`src/rtl/calc_ctrl_pkg.sv`:
```
// Shared definitions for the calculator controller: loader states, decoder modes, default widths.
package calc_ctrl_pkg;

  localparam int unsigned DEF_WIDTH = 8;
  localparam int unsigned DEF_OP_W  = 4;

  localparam logic MODE_PARALLEL = 1'b0;
  localparam logic MODE_SERIAL   = 1'b1;

  typedef enum logic [2:0] {
    IDLE    = 3'd0,
    LOAD_A  = 3'd1,
    LOAD_B  = 3'd2,
    LOAD_OP = 3'd3,
    ISSUE   = 3'd4
  } loader_state_t;

endpackage

```
`src/rtl/serial_shift_reg.sv`:
```
// MSB-first shift register with parallel load, bit counter and last-bit flag.
module serial_shift_reg #(
  parameter int unsigned W = 8
) (
  input  logic         clk,
  input  logic         reset,
  input  logic         clr,
  input  logic         load,
  input  logic [W-1:0] load_data,
  input  logic         shift_en,
  input  logic         bit_in,
  output logic [W-1:0] data,
  output logic         last_c
);

  localparam int unsigned CNT_W = $clog2(W) + 1;

  logic [CNT_W-1:0] cnt;

  // High while the next accepted bit completes the word.
  assign last_c = (cnt == CNT_W'(W - 1));

  // Data register: parallel load wins over shift; clear only touches the counter.
  always_ff @(posedge clk or posedge reset) begin
    if (reset) begin
      data <= '0;
      cnt  <= '0;
    end else begin
      if (load) begin
        data <= load_data;
      end else if (shift_en) begin
        data <= W'({data, bit_in});
      end
      if (clr || (shift_en && last_c)) begin
        cnt <= '0;
      end else if (shift_en) begin
        cnt <= cnt + CNT_W'(1);
      end
    end
  end

endmodule

```
`src/rtl/calc_operand_loader.sv`:
```
// Collects operand A, operand B and opcode (serial or parallel) and issues them to the ALU.
module calc_operand_loader
  import calc_ctrl_pkg::*;
#(
  parameter int unsigned WIDTH = DEF_WIDTH,
  parameter int unsigned OP_W  = DEF_OP_W
) (
  input  logic             clk,
  input  logic             reset,
  input  logic             active,
  input  logic             mode,
  input  logic             serialIn,
  input  logic             serialValid,
  input  logic [WIDTH-1:0] parA,
  input  logic [WIDTH-1:0] parB,
  input  logic [OP_W-1:0]  parOp,
  input  logic             aluReady,
  output logic             aluValid,
  output logic [WIDTH-1:0] opA,
  output logic [WIDTH-1:0] opB,
  output logic [OP_W-1:0]  opSel,
  output logic             busy,
  output logic [7:0]       txCount
);

  loader_state_t state, next_state;
  logic          modeQ;

  logic shift_a, shift_b, shift_op;
  logic par_load, cnt_clr, tx_done, mode_latch;
  logic last_a_c, last_b_c, last_op_c;
  logic serial_bit;

  // Shifting only ever happens in a frame started in serial mode.
  assign serial_bit = serialValid && (modeQ == MODE_SERIAL);

  // State register plus registered status outputs derived from the next state.
  always_ff @(posedge clk or posedge reset) begin
    if (reset) begin
      state    <= IDLE;
      modeQ    <= MODE_PARALLEL;
      aluValid <= 1'b0;
      busy     <= 1'b0;
      txCount  <= 8'd0;
    end else begin
      state    <= next_state;
      aluValid <= (next_state == ISSUE);
      busy     <= (next_state != IDLE);
      if (mode_latch) begin
        modeQ <= mode;
      end
      if (tx_done) begin
        txCount <= txCount + 8'd1;
      end
    end
  end

  // Next-state and datapath controls; abort in any LOAD state when active drops.
  always_comb begin
    next_state = state;
    shift_a    = 1'b0;
    shift_b    = 1'b0;
    shift_op   = 1'b0;
    par_load   = 1'b0;
    cnt_clr    = 1'b0;
    tx_done    = 1'b0;
    mode_latch = 1'b0;
    unique case (state)
      IDLE: begin
        cnt_clr = 1'b1;
        if (active) begin
          mode_latch = 1'b1;
          if (mode == MODE_SERIAL) begin
            next_state = LOAD_A;
          end else begin
            par_load   = 1'b1;
            next_state = ISSUE;
          end
        end
      end
      LOAD_A: begin
        if (!active) begin
          cnt_clr    = 1'b1;
          next_state = IDLE;
        end else if (serial_bit) begin
          shift_a = 1'b1;
          if (last_a_c) next_state = LOAD_B;
        end
      end
      LOAD_B: begin
        if (!active) begin
          cnt_clr    = 1'b1;
          next_state = IDLE;
        end else if (serial_bit) begin
          shift_b = 1'b1;
          if (last_b_c) next_state = LOAD_OP;
        end
      end
      LOAD_OP: begin
        if (!active) begin
          cnt_clr    = 1'b1;
          next_state = IDLE;
        end else if (serial_bit) begin
          shift_op = 1'b1;
          if (last_op_c) next_state = ISSUE;
        end
      end
      ISSUE: begin
        if (aluReady) begin
          tx_done    = 1'b1;
          next_state = IDLE;
        end
      end
      default: next_state = IDLE;
    endcase
  end

  serial_shift_reg #(.W(WIDTH)) u_sr_a (
    .clk       (clk),
    .reset     (reset),
    .clr       (cnt_clr),
    .load      (par_load),
    .load_data (parA),
    .shift_en  (shift_a),
    .bit_in    (serialIn),
    .data      (opA),
    .last_c    (last_a_c)
  );

  serial_shift_reg #(.W(WIDTH)) u_sr_b (
    .clk       (clk),
    .reset     (reset),
    .clr       (cnt_clr),
    .load      (par_load),
    .load_data (parB),
    .shift_en  (shift_b),
    .bit_in    (serialIn),
    .data      (opB),
    .last_c    (last_b_c)
  );

  serial_shift_reg #(.W(OP_W)) u_sr_op (
    .clk       (clk),
    .reset     (reset),
    .clr       (cnt_clr),
    .load      (par_load),
    .load_data (parOp),
    .shift_en  (shift_op),
    .bit_in    (serialIn),
    .data      (opSel),
    .last_c    (last_op_c)
  );

endmodule

```
`config.mk`:
```
export PLATFORM = sky130hd
export DESIGN_NAME = calc_operand_loader
export DESIGN_NICKNAME = d
export VERILOG_FILES = /design/src/rtl/calc_ctrl_pkg.sv /design/src/rtl/serial_shift_reg.sv /design/src/rtl/calc_operand_loader.sv
export SDC_FILE = /design/constraint.sdc
export NUM_CORES = 1
export LEC_CHECK = 0
export ABC_AREA = 1
export CORE_ASPECT_RATIO = 0.75
export CORE_MARGIN = 3
export CORE_UTILIZATION = 35
export CTS_BUF_LIST = sky130_fd_sc_hd__clkbuf_4 sky130_fd_sc_hd__clkbuf_8
export CTS_CLUSTER_DIAMETER = 60
export CTS_CLUSTER_SIZE = 10
export DETAILED_ROUTE_END_ITERATION = 10
export GPL_ROUTABILITY_DRIVEN = 0
export PLACE_DENSITY_LB_ADDON = 0.2
export SLEW_MARGIN = 20
export SYNTH_ARGS = -nofsm -noshare
export SYNTH_HDL_FRONTEND = slang
export SYNTH_HIERARCHICAL = 1
export SYNTH_SLANG_ARGS = --single-unit
export TNS_END_PERCENT = 1
```
`constraint.sdc`:
```
create_clock -name clk -period 1.8 [get_ports clk]
set_input_delay 0.36 -clock clk [delete_from_list [all_inputs] [get_ports clk]]
set_output_delay 0.36 -clock clk [all_outputs]
set_load 0.005 [all_outputs]
```
==> metrics, run 1 <==
outcome completed; Initial DRT Pass Iterations 4; cts bufs inserted 5; CTS H-tree depth 2; final wirelength 5140 um; initial drt markers 85; drc violations 0; GRT Total Usage 14.3%; register area share after synthesis 48.7%; unrepaired setup endpoints after global routing no; kind of end point of the critical path flop; CTS clk-pin slew, worst paths 80 ps; # resized after CTS 0; leak pwr 1.52 nW; nets 390; Cell variety after synth 25; Final ANT Viol Nets 0; total grt overflow 0; largest net degree at the start of global routing 15; Hold Fails Final Rpt 0; final setup violation count 0; row count 24; main flop type after synthesis dfrtp_1; VDD IR max 0.431 mV; DR WL/cell 11.8 um; final instance area 3160 sq um; number of global-route vias before repair 2023; CTS root buffer clkbuf_8; Slew Limit Headroom 68.9%; power density cells 904 nW/um^2; Yosys top cell by area dfrtp_1; post-synthesis cell area 2310 sq um; Fmax 0.620 GHz; DIE AREA 7630 sq um; Crit path arrival time 1840 ps; Ant. Diodes 0; Async S/R FF share, synth 100%; worst hold path type in -> async; Final min period 1610 ps; Slew @ Worst Pin 467 ps; HPWL Detailed 3960 um; CTS tree yes; Syn Area/Cell 8.14 sq um; most numerous cell in the Yosys netlist nand2_1; Synth top cells by count nand2_1, dfrtp_1, nand3_1; synth top area cells dfrtp_1, nand2_1, nand3_1, inv_1, ha_1; layout cells sized above 1 12.0%; clock latency at the later pin of the worst-skew pair 290 ps; Yosys reg bits 45; Cell Area, Placed 3060 sq um; Power, Total 2.86 mW; Die Span Y 76.4 um; first-pass GRT wire length 9070 um; Post-Syn Nets 316; core area 6100 sq um; area grow syn2layout 36.6%; # port buffers 56; die width 99.9 um; Avg Vias per Cell 4.72; Setup Fix Bufs, Post-CTS 0; vias 2061; crit-path max FO 7; Setup Crit Path Kind reg -> reg; initial core utilization 37.9%; skew final 10.9 ps; CTS Buffer Depth 2; I/O pin total 57; Post-CTS Hold Buffers 0; initial antenna violation count 0; Pins Over Slew Limit 0; warnings from Yosys 6; Post-Syn Instances 284; Final period util 89.6%; # clock sinks 45; CP required 2020 ps; Worst setup SP type flop; Max-Cap Viols 0; FILL cells 608; Post-synth EDFFs 0; top-area cell type share of the netlist area 48.7%; Hold WS 412 ps
==> critical path, stage by stage (launching register included) <==
cell and delay [ps]:
dfrtp_1 450, nor2_4 180, inv_1 70, a21oi_1 290, inv_1 180, nand2_4 140, nand3b_1 100, a21oi_2 140
==> through the flow <==
step                utilization (%)  setup TNS [ps]  instances  setup WS [ps]
finish                         51.8               0        437            187
global route                   51.8               0        437           12.0
CTS                            51.8               0        437            178
detailed placement             50.1           -1730        429           -102
global placement               50.1           -1850        429          -91.1
floorplan                         -               0        284           65.0
==> worst paths after layout <==
kind | start | end | slack [ps] | cells past startpoint
hold reg to reg | u_sr_op/data[3]$_DFFE_PP0P_ | u_sr_op/data[3]$_DFFE_PP0P_ | 490 | 2
max in group asynchronous | reset | u_sr_a/data[5]$_DFFE_PP0P_ | 990 | 2
min in group clk | u_sr_op/data[3]$_DFFE_PP0P_ | u_sr_op/data[3]$_DFFE_PP0P_ | 490 | 2
setup / recovery | state[0]$_DFF_PP0_ | u_sr_a/cnt[2]$_DFFE_PP0P_ | 190 | 7
hold / removal | reset | u_sr_op/data[3]$_DFFE_PP0P_ | 410 | 2
setup reg to reg | state[0]$_DFF_PP0_ | u_sr_a/cnt[2]$_DFFE_PP0P_ | 190 | 7
==> sequential cells by signal, summed over array words and instances (netlist names) <==
signal	count
u_sr_b/cnt	4
modeQ	1
u_sr_a/data	8
state	3
u_sr_op/cnt	3
u_sr_a/cnt	4
aluValid	1
u_sr_op/data	4
busy	1
u_sr_b/data	8
txCount	8
==> logic make-up (layout without fill, tap and decap cells) <==
logic type	after synthesis	in the layout	share of synthesized area (%)
simple gates	177	177	35.7
compound gates	15	15	3.95
flops	45	45	48.7
fa+ha+maj	5	5	2.71
mux	1	1	0.487
xor+xnor	4	4	1.52
buf+inv	37	112	6.98
==> power by group <==
| group | switching, mW | internal, mW | leakage [nW] |
|---|---|---|---|
| Sequential | 0.162 | 1.19 | 0.585 |
| Clock | 0.339 | 0.348 | 0.0542 |
| Combinational | 0.331 | 0.491 | 0.878 |
| Total | 0.832 | 2.02 | 1.52 |
==> cells in the final DEF, fill, tap and decap left out, drive strengths merged <==
cell / instances
a21oi: 10
buf: 14
clkbuf: 7
clkdlybuf4s50: 56
clkinv: 1
dfrtp: 45
ha: 5
inv: 34
mux2: 1
nand2: 100
nand3: 43
nand3b: 4
nand4: 4
nor2: 22
nor3: 4
o21ai: 3
o21bai: 2
xnor2: 3
xor2: 1
==> per-layer routing <==
| layer | wire, um | GRT usage (%) | vias to the layer above |
|---|---|---|---|
| li1 | - | - | 1056 |
| met1 | 2480 | 19.3 | 953 |
| met2 | 2330 | 22.6 | 50 |
| met3 | 293 | 3.93 | 2 |
| met4 | 27 | 3.82 | 0 |
| met5 | 0 | 0 | - |
==> cell type report <==
class | count | area, sq um | share of cell area, %
multi-input cells | 202 | 1030 | 32.5
flip-flops and latches | 45 | 1130 | 35.7
inverters | 34 | 128 | 4.04
clock buffers | 7 | 96.3 | 3.05
well taps | 78 | 97.6 | 3.09
repair buffers | 70 | 678 | 21.5
clock inverters | 1 | 5.00 | 0.158
Note: power is estimated with default switching activity, not from simulation.
==> inputs of run 2 (changes only) <==
--- a/config.mk
+++ b/config.mk
@@ -14,10 +14,9 @@
 export CTS_CLUSTER_SIZE = 10
 export DETAILED_ROUTE_END_ITERATION = 10
 export GPL_ROUTABILITY_DRIVEN = 0
-export PLACE_DENSITY_LB_ADDON = 0.2
+export PLACE_DENSITY_LB_ADDON = 0.25
 export SLEW_MARGIN = 20
 export SYNTH_ARGS = -nofsm -noshare
 export SYNTH_HDL_FRONTEND = slang
-export SYNTH_HIERARCHICAL = 1
 export SYNTH_SLANG_ARGS = --single-unit
 export TNS_END_PERCENT = 1
==> metrics, run 2 <==
Reg area 1130 sq um (unchanged); Yosys top cell by area dfrtp_1 (unchanged); delay-heaviest family, CP buffers and inverters (was flip-flops); row count 24 (unchanged); Synth Area in Adders 2.75% (was 2.71%); crit-path max FO 4 (was 7); vias 2034 (was 2061); Setup Fix Bufs, Post-CTS 0 (unchanged); CTS Buffer Depth 2 (unchanged); Slew Limit Headroom 76.7% (was 68.9%); drc violations 0 (unchanged); initial core utilization 37.7% (was 37.9%); FILL cells 604 (was 608); power density cells 952 nW/um^2 (was 904 nW/um^2); most frequent cells in the layout nand2_1, clkdlybuf4s50_1, nand3_1 (was nand2_1, clkdlybuf4s50_1, dfrtp_1); CP Cell Sequence clkdlybuf4s50_1 (was nor2_4 > inv_1 > a21oi_1 > inv_1 > nand2_4 > nand3b_1 > a21oi_2); initial antenna violation count 0 (unchanged); number of global-route vias before repair 1955 (was 2023); warnings from Yosys 0 (was 6); top-area cell type share of the netlist area 49.5% (was 48.7%); Ant. Diodes 0 (unchanged); final wirelength 5260 um (was 5140 um); Cell variety after synth 26 (was 25); nets 386 (was 390); post-synthesis cell area 2270 sq um (was 2310 sq um); cts bufs inserted 5 (unchanged); leak pwr 1.52 nW (about the same); CTS H-tree depth 2 (unchanged); largest net degree at the start of global routing 46 (was 15); Comb power frac 28.1% (was 28.8%); VDD IR max 0.615 mV (was 0.431 mV); Internal Power 2.15 mW (was 2.02 mW); Post-Synth XOR/XNOR Area 1.93% (was 1.52%); DIE AREA 7510 sq um (was 7630 sq um); largest stage delay on the critical path 540 ps (was 450 ps); synth top area cells dfrtp_1, nand2_1, nand3_1, inv_1, nor2_1 (was dfrtp_1, nand2_1, nand3_1, inv_1, ha_1); worst setup margin 180 ps (was 187 ps); final setup violation count 0 (unchanged); CTS tree yes (unchanged); net switching power 856 uW (was 832 uW); Post-CTS Hold Buffers 0 (unchanged); Synth top cells by count nand2_1, nand3_1, dfrtp_1 (was nand2_1, dfrtp_1, nand3_1); met2 usage 24.1% (was 22.6%); biggest regs txCount (8), u_sr_a.data (8), u_sr_b.data (8) (was txCount (8), u_sr_a/data (8), u_sr_b/data (8)); layout cells sized above 1 13.8% (was 12.0%); R2R Setup Slk 230 ps (was 190 ps); Final min period 1620 ps (was 1610 ps); total grt overflow 0 (unchanged); initial drt markers 74 (was 85); Reg2Reg Depth 7 (unchanged); CP required 1440 ps (was 2020 ps); Post-Synth Simple-Gate Area 33.7% (was 35.7%); Pins Over Slew Limit 0 (unchanged); commonest non-fill, non-tap cell in the layout nand2_1 (unchanged); DR WL/cell 12.1 um (was 11.8 um); reg-to-reg startpoint u_sr_op.cnt[0]$_DFFE_PP0P_ (was state[0]$_DFF_PP0_); Multi-input gate area 976 sq um (was 1030 sq um); Post-synth EDFFs 0 (unchanged); CTS clk-pin slew, worst paths 90 ps (was 80 ps); I/O pin total 57 (unchanged); CTS root buffer clkbuf_8 (unchanged); Power, Total 3.00 mW (was 2.86 mW); Net Sw Frac 28.5% (was 29.1%); area grow syn2layout 38.7% (was 36.6%); Final ANT Viol Nets 0 (unchanged); TNS Setup 0 ps (unchanged); core area 6040 sq um (was 6100 sq um); busiest layer in global routing met2 (unchanged); Avg Vias per Cell 4.70 (was 4.72); Max-Cap Viols 0 (unchanged); slowest CP cell clkdlybuf4s50_1 (was dfrtp_1); Async S/R FF share, synth 100% (unchanged); Post-Syn Nets 311 (was 316); die width 99.1 um (was 99.9 um); first-pass GRT wire length 8980 um (was 9070 um); WP buf/inv 1 (was 2); FF-to-FF End busy$_DFF_PP0_ (was u_sr_a/cnt[2]$_DFFE_PP0P_); GRT Total Usage 15.2% (was 14.3%); multiplexer share of the synthesized area 0.935% (was 0.487%); Syn Area/Cell 8.15 sq um (was 8.14 sq um); HPWL Detailed 4020 um (was 3960 um); compound-gate portion of the synthesized area 3.63% (was 3.95%); unrepaired setup endpoints after global routing no (unchanged); clock group share of total power 26.8% (was 24.0%); M3 GR Usage 5.12% (was 3.93%); Die Span Y 75.8 um (was 76.4 um); outcome completed (unchanged); register area share after synthesis 49.5% (was 48.7%); Worst setup SP type flop (unchanged); kind of end point of the critical path output port (was flop); worst hold path type in -> async (unchanged); Initial DRT Pass Iterations 4 (unchanged); Slew @ Worst Pin 347 ps (was 467 ps); main combinational cell family by area after synthesis simple AND/OR/NAND/NOR gates (unchanged); clock latency at the later pin of the worst-skew pair 300 ps (was 290 ps); Global Route met1 Usage 20.1% (was 19.3%); Hold Fails Final Rpt 0 (unchanged); Crit path arrival time 1260 ps (was 1840 ps); # clock sinks 45 (unchanged); Post-Syn Instances 279 (was 284); Yosys reg bits 45 (unchanged); Final period util 90.0% (was 89.6%); main flop type after synthesis dfrtp_1 (unchanged); # port buffers 56 (unchanged); Setup Crit Path Kind reg -> out (was reg -> reg); # resized after CTS 0 (unchanged); Reg power frac 45.1% (was 47.2%); Fmax 0.617 GHz (was 0.620 GHz); dpl ws -127 ps (was -102 ps); most numerous cell in the Yosys netlist nand2_1 (unchanged); skew final 5.01 ps (was 10.9 ps)
run 2: cells by family after synthesis:
logic type / after synthesis
compound gates: 14
xor+xnor: 5
fa+ha+maj: 5
buf+inv: 40
flops: 45
mux: 2
simple gates: 168
run 2: final cells by class:
| type | count | share of cell area (%) |
|---|---|---|
| clock buffer | 6 | 2.62 |
| tap | 78 | 3.09 |
| timing repair buffer | 74 | 22.4 |
| clock inverter | 2 | 1.19 |
| multi-input combinational | 194 | 30.9 |
| sequential | 45 | 35.7 |
| inverter | 34 | 4.04 |
run 2: worst max path at each step:
stage	to	slack, ps	startpoint	cells after the start
after global placement	busy$_DFF_PP0_	-60	active	7
final	txCount[6]	180	txCount[6]$_DFFE_PP0P_	1
after detailed placement	busy$_DFF_PP0_	-130	active	7
after global routing	busy$_DFF_PP0_	4	u_sr_op.cnt[0]$_DFFE_PP0P_	7
after CTS	txCount[6]	170	txCount[6]$_DFFE_PP0P_	1
after floorplan	aluValid$_DFF_PP0_	380	reset	1
run 2: metal layers:
layer | wire length, um | part of all wire, %
met1 | 2470 | 47
met2 | 2410 | 46
met3 | 325 | 6.2
met4 | 48 | 0.91
met5 | 0 | 0
run 2: stage by stage:
| stage | std cells | hold WS (ps) | util (%) | instance area, sq um |
|---|---|---|---|---|
| final | 433 | 400 | 52.3 | 3160 |
| after global routing | 433 | 424 | 52.3 | 3160 |
| after CTS | 433 | 411 | 52.3 | 3160 |
| after detailed placement | 425 | 474 | 50.3 | 3040 |
| after global placement | 425 | 471 | 50.3 | 3040 |
| after floorplan | 279 | 442 | - | 2270 |
run 2: power by group through the flow:
stage	sequential [mW]	combinational (mW)	clock, mW
floorplan	1.36	0.333	0
global placement	1.38	0.837	0
detailed placement	1.37	0.861	0
CTS	1.36	0.863	0.818
global route	1.39	0.956	0.865
finish	1.36	0.843	0.806
